<file path="config.mk">
export PLATFORM = sky130hd
export DESIGN_NAME = sort_stream_flat
export DESIGN_NICKNAME = d
export VERILOG_FILES = /design/src/rtl/sort_stream_if.sv /design/src/rtl/sort_stream.sv /design/src/flat_wrapper.sv
export SDC_FILE = /design/constraint.sdc
export NUM_CORES = 2
export LEC_CHECK = 0
export CAP_MARGIN = 20
export CORE_ASPECT_RATIO = 0.7
export CORE_MARGIN = 4
export CORE_UTILIZATION = 64
export DETAILED_ROUTE_END_ITERATION = 8
export PLACE_DENSITY = 0.84
export SETUP_SLACK_MARGIN = 0.05
export SYNTH_ARGS = -nofsm -noshare
export SYNTH_HDL_FRONTEND = slang
export SYNTH_SLANG_ARGS = --single-unit
export TNS_END_PERCENT = 20
</file>
<file path="constraint.sdc">
create_clock -name clk -period 10.15 [get_ports clk]
set_clock_uncertainty 0.1 [all_clocks]
set_input_delay 3.045 -clock clk [delete_from_list [all_inputs] [get_ports clk]]
set_output_delay 3.045 -clock clk [all_outputs]
set_load 0.005 [all_outputs]
</file>
<file path="src/rtl/sort_stream_if.sv">
// Record streams around sort_stream: keyed records in, sorted records out,
// plus the per-frame sort direction.
interface sort_stream_if #(
    parameter int WIDTH = 32,
    parameter int TAG_W = 8
);
    logic             in_valid;
    logic             in_ready;
    logic [WIDTH-1:0] in_key;
    logic [TAG_W-1:0] in_tag;
    logic             descend;
    logic             out_valid;
    logic             out_ready;
    logic [WIDTH-1:0] out_key;
    logic [TAG_W-1:0] out_tag;
    logic             out_last;

    modport master (
        output in_valid, in_key, in_tag, descend, out_ready,
        input  in_ready, out_valid, out_key, out_tag, out_last
    );

    modport slave (
        input  in_valid, in_key, in_tag, descend, out_ready,
        output in_ready, out_valid, out_key, out_tag, out_last
    );
endinterface

</file>
<file path="src/rtl/sort_stream.sv">
// Frame sorter: loads SIZE key+tag records, sorts them stably with odd-even
// transposition (early exit on two clean phases), then drains them in order.
module sort_stream #(
    parameter  int SIZE   = 8,
    parameter  int WIDTH  = 32,
    parameter  int TAG_W  = 8,
    parameter  int SIGNED = 0,
    localparam int CW     = $clog2(SIZE + 1)
) (
    input  logic          clk,
    input  logic          rst_n,
    sort_stream_if.slave  bus,
    output logic          busy,
    output logic [CW-1:0] phases
);

    typedef enum logic [1:0] {
        S_LOAD,
        S_SORT,
        S_DRAIN
    } state_e;

    localparam logic [CW-1:0] LAST = CW'(SIZE - 1);

    state_e           state_q, state_d;
    logic [WIDTH-1:0] reg_key_q [SIZE];
    logic [WIDTH-1:0] reg_key_d [SIZE];
    logic [TAG_W-1:0] reg_tag_q [SIZE];
    logic [TAG_W-1:0] reg_tag_d [SIZE];
    logic [CW-1:0]    cnt_q, cnt_d;
    logic [CW-1:0]    phases_q, phases_d;
    logic             ord_q, ord_d;
    logic             swap_prev_q, swap_prev_d;
    logic             swap_now;
    logic             in_hs;
    logic             out_hs;

    function automatic logic key_gt(input logic [WIDTH-1:0] a, input logic [WIDTH-1:0] b);
        if (SIGNED != 0) begin
            return $signed(a) > $signed(b);
        end
        return a > b;
    endfunction

    assign in_hs  = bus.in_valid && (state_q == S_LOAD);
    assign out_hs = bus.out_ready && (state_q == S_DRAIN);

    // NOTE: every _d gets its default first so no path leaves a latch behind;
    // blocking assignments are correct here because this block is purely combinational.
    always_comb begin
        state_d     = state_q;
        reg_key_d   = reg_key_q;
        reg_tag_d   = reg_tag_q;
        cnt_d       = cnt_q;
        phases_d    = phases_q;
        ord_d       = ord_q;
        swap_prev_d = swap_prev_q;
        swap_now    = 1'b0;

        case (state_q)
            S_LOAD: begin
                if (in_hs) begin
                    for (int i = 0; i < SIZE - 1; i++) begin
                        reg_key_d[i] = reg_key_q[i+1];
                        reg_tag_d[i] = reg_tag_q[i+1];
                    end
                    reg_key_d[SIZE-1] = bus.in_key;
                    reg_tag_d[SIZE-1] = bus.in_tag;
                    if (cnt_q == '0) begin
                        ord_d = bus.descend;
                    end
                    if (cnt_q == LAST) begin
                        cnt_d   = '0;
                        state_d = S_SORT;
                    end else begin
                        cnt_d = cnt_q + 1'b1;
                    end
                end
            end

            S_SORT: begin
                // Pairs start at even indices on even phases, odd indices on odd
                // phases; pairs are disjoint, so each register has one writer.
                for (int i = 0; i < SIZE - 1; i++) begin
                    if ((i % 2) == int'(cnt_q[0])) begin
                        if (ord_q ? key_gt(reg_key_q[i+1], reg_key_q[i])
                                  : key_gt(reg_key_q[i], reg_key_q[i+1])) begin
                            reg_key_d[i]   = reg_key_q[i+1];
                            reg_key_d[i+1] = reg_key_q[i];
                            reg_tag_d[i]   = reg_tag_q[i+1];
                            reg_tag_d[i+1] = reg_tag_q[i];
                            swap_now       = 1'b1;
                        end
                    end
                end
                swap_prev_d = swap_now;
                if (((cnt_q != '0) && !swap_now && !swap_prev_q) || (cnt_q == LAST)) begin
                    phases_d = cnt_q + 1'b1;
                    cnt_d    = '0;
                    state_d  = S_DRAIN;
                end else begin
                    cnt_d = cnt_q + 1'b1;
                end
            end

            S_DRAIN: begin
                if (out_hs) begin
                    for (int i = 0; i < SIZE - 1; i++) begin
                        reg_key_d[i] = reg_key_q[i+1];
                        reg_tag_d[i] = reg_tag_q[i+1];
                    end
                    if (cnt_q == LAST) begin
                        cnt_d   = '0;
                        state_d = S_LOAD;
                    end else begin
                        cnt_d = cnt_q + 1'b1;
                    end
                end
            end

            default: state_d = S_LOAD;
        endcase
    end

    // NOTE: the record storage is reset along with the control state because
    // out_key/out_tag are read straight from slot 0 and must show zero after reset.
    always_ff @(posedge clk) begin
        if (!rst_n) begin
            state_q     <= S_LOAD;
            cnt_q       <= '0;
            phases_q    <= '0;
            ord_q       <= 1'b0;
            swap_prev_q <= 1'b0;
            for (int i = 0; i < SIZE; i++) begin
                reg_key_q[i] <= '0;
                reg_tag_q[i] <= '0;
            end
        end else begin
            state_q     <= state_d;
            cnt_q       <= cnt_d;
            phases_q    <= phases_d;
            ord_q       <= ord_d;
            swap_prev_q <= swap_prev_d;
            reg_key_q   <= reg_key_d;
            reg_tag_q   <= reg_tag_d;
        end
    end

    assign bus.in_ready  = (state_q == S_LOAD) && rst_n;
    assign bus.out_valid = (state_q == S_DRAIN);
    assign bus.out_key   = reg_key_q[0];
    assign bus.out_tag   = reg_tag_q[0];
    assign bus.out_last  = (state_q == S_DRAIN) && (cnt_q == LAST);
    assign busy          = (state_q != S_LOAD);
    assign phases        = phases_q;

endmodule

</file>
<file path="src/flat_wrapper.sv">
// flat-port wrapper written by rule: the top's interface ports become plain ports
module sort_stream_flat 
#(
    parameter  int SIZE   = 8,
    parameter  int WIDTH  = 32,
    parameter  int TAG_W  = 8,
    parameter  int SIGNED = 0,
    localparam int CW     = $clog2(SIZE + 1)
)
  (clk, rst_n, busy, phases, bus_in_valid, bus_in_key, bus_in_tag, bus_descend, bus_out_ready, bus_in_ready, bus_out_valid, bus_out_key, bus_out_tag, bus_out_last);
  sort_stream_if #(.WIDTH(WIDTH), .TAG_W(TAG_W)) bus_i ();
  input  logic clk;
  input  logic rst_n;
  output logic busy;
  output logic [CW-1:0] phases;
  input wire logic [$bits(bus_i.in_valid)-1:0] bus_in_valid;
  input wire logic [$bits(bus_i.in_key)-1:0] bus_in_key;
  input wire logic [$bits(bus_i.in_tag)-1:0] bus_in_tag;
  input wire logic [$bits(bus_i.descend)-1:0] bus_descend;
  input wire logic [$bits(bus_i.out_ready)-1:0] bus_out_ready;
  output wire logic [$bits(bus_i.in_ready)-1:0] bus_in_ready;
  output wire logic [$bits(bus_i.out_valid)-1:0] bus_out_valid;
  output wire logic [$bits(bus_i.out_key)-1:0] bus_out_key;
  output wire logic [$bits(bus_i.out_tag)-1:0] bus_out_tag;
  output wire logic [$bits(bus_i.out_last)-1:0] bus_out_last;
  assign bus_i.in_valid = bus_in_valid;
  assign bus_i.in_key = bus_in_key;
  assign bus_i.in_tag = bus_in_tag;
  assign bus_i.descend = bus_descend;
  assign bus_i.out_ready = bus_out_ready;
  assign bus_in_ready = bus_i.in_ready;
  assign bus_out_valid = bus_i.out_valid;
  assign bus_out_key = bus_i.out_key;
  assign bus_out_tag = bus_i.out_tag;
  assign bus_out_last = bus_i.out_last;
  sort_stream #(.SIZE(SIZE), .WIDTH(WIDTH), .TAG_W(TAG_W), .SIGNED(SIGNED)) u_core (.clk(clk), .rst_n(rst_n), .bus(bus_i), .busy(busy), .phases(phases));
endmodule
</file>
# Word level (Yosys, flattened, before mapping)
# Index checks and enable logic that the tools add are counted.
# W data, S select, Z words.
# op_classes
add_sub_neg,1
magnitude_cmp,14
n_eq_ne,11
muxes,74
reduce_logical,21
# op_table
operator,count
$mux W64,17
$pmux W224 S3,1
$gt A32 B32 Y1,14
$mux W16,16
$mux W256,1
$mux W224,1
$pmux W56 S3,1
$pmux W32 S2,1
$mux W56,1
$mux W1,23
$mux W4,4
$pmux W8 S2,1
$ne A2 B1 Y1 const B,6
$pmux W4 S3,1
$mux W2,5
$reduce_and A5 Y1,2
$logic_and A1 B1 Y1,6
$pmux W2 S3,1
$reduce_and A3 Y1,2
$add A4 B1 Y4 const B,1
$eq A4 B3 Y1 const B,1
$logic_not A4 Y1,1
$ne A2 B2 Y1 const B,2
$reduce_and A4 Y1,1
other kinds (9),11
# totals
regBits,332
out_inout_bits,48
elab_cells,142

# Longest topological paths before layout
# depth
ltp_word,24
mapped_depth,14

# Least setup slack after synthesis
# OpenSTA, ideal clock, no wires.
# synth_timing
kind,input -> output
from,input rst_n
to,output bus_in_ready
arrival_ns,3.729
required_time_ns,7.005
path_slack_ns,3.276
stages,4
n_path_buf,2
cell_sequence,inv_1 clkbuf_1 clkbuf_1 nor2_1
# synth_via
elab_chain_cells,1
# synth_lines
element,line_no,rtl
from (decl),flat_wrapper.sv:13,input logic rst_n;
$logic_and A1 B1 Y1,sort_stream.sv:149,assign bus.in_ready = (state_q == S_LOAD) && rst_n;
to (decl),flat_wrapper.sv:21,output wire logic [$bits(bus_i.in_ready)-1:0] bus_in_ready;
# Every way passes these cells.

# Worst setup path after layout
# Same ends and word-level chain as after synthesis.

==> impl_metrics.json <==
{
  "dieWidth_um": 221,
  "met1_usage_pct": 43.2,
  "rsz0062_at_grt": "false",
  "clkSinkCount": 332,
  "grt_pass1_wl_um": 91600,
  "syn_area_mm2": 0.0202,
  "clkSlewWorstSetupHoldPaths_ps": 60,
  "start_util_pct": 65.0,
  "synth.area.top_cells": "dfxtp_1 (33%), ha_1 (14%), a21oi_1 (9.4%), o21ai_0 (9.0%), inv_1 (4.4%)",
  "fin_crit_ps": 8390,
  "syn-num-nets": 2917,
  "yosys.area_share.simple_pct": 15.3,
  "cts.path.max_buffers": 3,
  "synth_xor_area_share_pct": 0.0865,
  "fmaxAchievable_mhz": 119,
  "dp.cells": 2960,
  "cts_max_level": 2,
  "portBuffers": 92,
  "hold_buffers": 0,
  "report.final.setup_viol": 0,
  "cp_slowest_cell": "clkinv_2",
  "tritoncts": "built",
  "holdPathStages": 2,
  "synth_flop_cell": "dfxtp_1",
  "min_period_over_period_pct": 82.7,
  "numCtsBuffers": 35,
  "drive_gt1_share_pct": 4.53,
  "r2r_start": "u_core.reg_key_q[179]$_SDFFE_PN0P_",
  "cellPowerDensity_mw_per_mm2": 154,
  "cap_violations": 0,
  "synth_compound_area_share_pct": 28.1,
  "crit_fanout": 83,
  "path_buf_inv": 3,
  "drc": 0,
  "synth_cell_types": 67,
  "synth_top_family_by_area": "compound AO/OA/AOI/OAI gates",
  "yosys.area.top_type_share_pct": 32.8,
  "postCtsSetupBuffers": 0,
  "wl_per_cell_um": 18.2,
  "ant_nets": 0,
  "seq_area_mm2": 0.00665,
  "antenna_found_initial": 0,
  "grt_max_degree": 138,
  "fin_setup_tns_ps": 0,
  "io_pins": 93,
  "multiInputGateArea_mm2": 0.0118,
  "grt_pass1_vias": 18500,
  "core_mm2": 0.0311,
  "dp_hpwl_um": 38000,
  "syn_area_per_cell_um2": 7.65,
  "synthMuxAreaShare_pct": 0.266,
  "reg2reg_depth": 15,
  "async_flop_share_pct": 0,
  "ir_worst_vdd_uv": 153,
  "fillers": 2447,
  "hold-path-endpoint": "u_core.reg_tag_q[1]$_SDFFE_PN0P_",
  "drt_iter0_drc": 1871,
  "path_class": "primary input to output port",
  "cp.required_ps": 7010,
  "relSlewSlack_pct": 34.9,
  "seq_area_frac_synth_pct": 32.8,
  "finalNonFillerCells": 3025,
  "cts_resized": 0,
  "finalMaxSlewViolations": 0,
  "diodes": 0,
  "grt_util_met2_pct": 52.0,
  "yosys_register_bits": 332,
  "syn2layout_area_growth_pct": 9.57,
  "cellLeakagePower_nw": 8.39,
  "die_area_mm2": 0.0346,
  "dr.pass1.iters": 5,
  "die_h_um": 157,
  "wl_um": 55200,
  "worstSetupStartpointType": "primary input",
  "grt_overflow": 0,
  "status": "finished, final reports clean",
  "worstPathArrival_ps": 5250,
  "hold_start": "u_core.reg_tag_q[1]$_SDFFE_PN0P_",
  "track_usage_pct": 31.1,
  "tightest_slew_ps": 976,
  "grt-busiest-layer": "met2",
  "routabilityCongestion": 0.888,
  "holdWs_ps": 352,
  "end_kind": "output port",
  "crit_chain": "buf_4, clkinv_2, nor2_1, clkdlybuf4s50_1",
  "crit_path_max_incr_delay_ps": 730,
  "grt_use_met3_pct": 4.06,
  "rr_endpoint": "u_core.reg_key_q[176]$_SDFFE_PN0P_",
  "hold_viol": 0,
  "critPathTopFamily": "buffers and inverters",
  "worst_hold_path_type": "flop to flop",
  "dr_total_vias": 19600,
  "reg2reg_slack_ps": 5830,
  "placementRows": 54,
  "yosysTopAreaCell": "dfxtp_1",
  "vias_per_cell": 6.49,
  "fin_nets": 2852,
  "clkLatencyLatePin_ps": 530,
  "postSynthCellCount": 2646,
  "synth_edf_count": 0,
  "ys.warnings.count": 0,
  "root_buffer": "clkbuf_16",
  "synth_fa_ha_area_share_pct": 14.0
}
area by class of cell:
cell class	count	share of cell area, %
clock buffers	49	4.60
clock inverters	12	0.519
inverters	238	4.03
multi-input cells	1849	53.0
flip-flops and latches	332	30.0
well taps	420	2.37
repair buffers	125	5.53
worst max path at each step:
| stage | endpoint | cells past startpoint | start |
|---|---|---|---|
| 5_1_grt | bus_in_ready | 4 | rst_n |
| 6_report | bus_in_ready | 4 | rst_n |
| 3_5_place_dp | bus_in_ready | 4 | rst_n |
| 3_3_place_gp | bus_in_ready | 4 | rst_n |
| 2_1_floorplan | bus_in_ready | 4 | rst_n |
| 4_1_cts | bus_in_ready | 4 | rst_n |
metal layers:
layer / up-vias / routed length, um
met5: - / 0
met4: 0 / 996
met3: 101 / 3120
met2: 682 / 26300
met1: 9525 / 24700
li1: 9331 / -
flip-flops by register name, indices dropped and copies added, names as in the netlist:
| register | count |
|---|---|
| u_core.reg_key_q | 224 |
| u_core.phases | 4 |
| u_core.swap_prev_q | 1 |
| u_core.ord_q | 1 |
| u_core.reg_tag_q | 56 |
| u_core.cnt_q | 4 |
| u_core.state_q | 2 |
| u_core.bus.out_key | 32 |
| u_core.bus.out_tag | 8 |
worst reg2reg max path: stages, from the launching register on:
cell,delay (ps)
dfxtp_1,390
inv_1,80
ha_1,310
a21oi_1,140
o21ai_0,190
a221oi_1,370
o21ai_0,270
or3_1,420
a21oi_2,150
buf_4,430
nor2_2,70
buf_4,270
a21oi_2,380
buf_4,370
o21ai_0,140
a21oi_1,170
logic make-up (layout without fill, tap and decap cells):
kind of cell	after synthesis	count (layout)
buffers and inverters	465	424
xor gates and xnor gates	2	2
adders and majority gates	226	226
and+or+nand+nor	609	609
DFF	332	332
AOI/OAI and AO/OA	1007	1007
muxes	5	5
power breakdown:
part | switching, W | internal [W] | leakage [nW] | total [W]
Clock | 0.000552 | 0.000754 | 0.560 | 0.00131
Combinational | 0.000393 | 0.000247 | 5.09 | 0.000640
Sequential | 0.0000955 | 0.00138 | 2.74 | 0.00148
Total | 0.00104 | 0.00238 | 8.39 | 0.00342
metrics by stage:
| step | cell area (um2) | utilization (%) | total power, W | worst slack (ps) |
|---|---|---|---|---|
| finish | 22200 | 71.2 | 0.00342 | 1760 |
| global route | 22200 | 71.2 | 0.00357 | 1680 |
| CTS | 22100 | 70.9 | 0.00342 | 1860 |
| detailed placement | 21000 | 67.3 | 0.00212 | 1880 |
| global placement | 21000 | 67.3 | 0.00207 | 1920 |
| floorplan | 20200 | - | 0.00192 | 3280 |
layout by cell type (no fill, tap or decap), types with 4 or more instances in the layout:
cell type        instances
a211oi_1                37
a21o_1                  14
a21oi_1                375
a21oi_2                  8
a221o_1                  7
a221oi_1                 6
a22oi_1                 43
and4_1                   4
buf_4                   30
clkbuf_1                 7
clkbuf_16               37
clkbuf_8                 5
clkdlybuf4s50_1         91
clkinv_2                 9
dfxtp_1                332
ha_1                   226
inv_1                  234
nand2_1                191
nand2b_1                45
nand3_1                 64
nand3b_1                10
nand4_1                 79
nor2_1                  67
nor2_2                   5
nor2b_1                  5
nor3_1                  17
nor4_1                  15
o211a_1                  9
o211ai_1                14
o21ai_0                365
o21ai_1                 22
o22ai_1                 41
o31ai_1                 40
or3_1                   86
cell usage after synthesis, drive strengths merged, types with 14 or more instances:
| cell | number |
|---|---|
| o21ai | 387 |
| a21oi | 385 |
| dfxtp | 332 |
| inv | 237 |
| ha | 226 |
| nand2 | 192 |
| clkbuf | 175 |
| or3 | 86 |
| nand4 | 80 |
| nor2 | 72 |
| nand3 | 64 |
| buf | 52 |
| nand2b | 45 |
| a22oi | 43 |
| o22ai | 42 |
| o31ai | 40 |
| a211oi | 38 |
| nor3 | 17 |
| a21o | 15 |
| nor4 | 15 |
| o211ai | 14 |
Power figures use the tool's default switching activity.
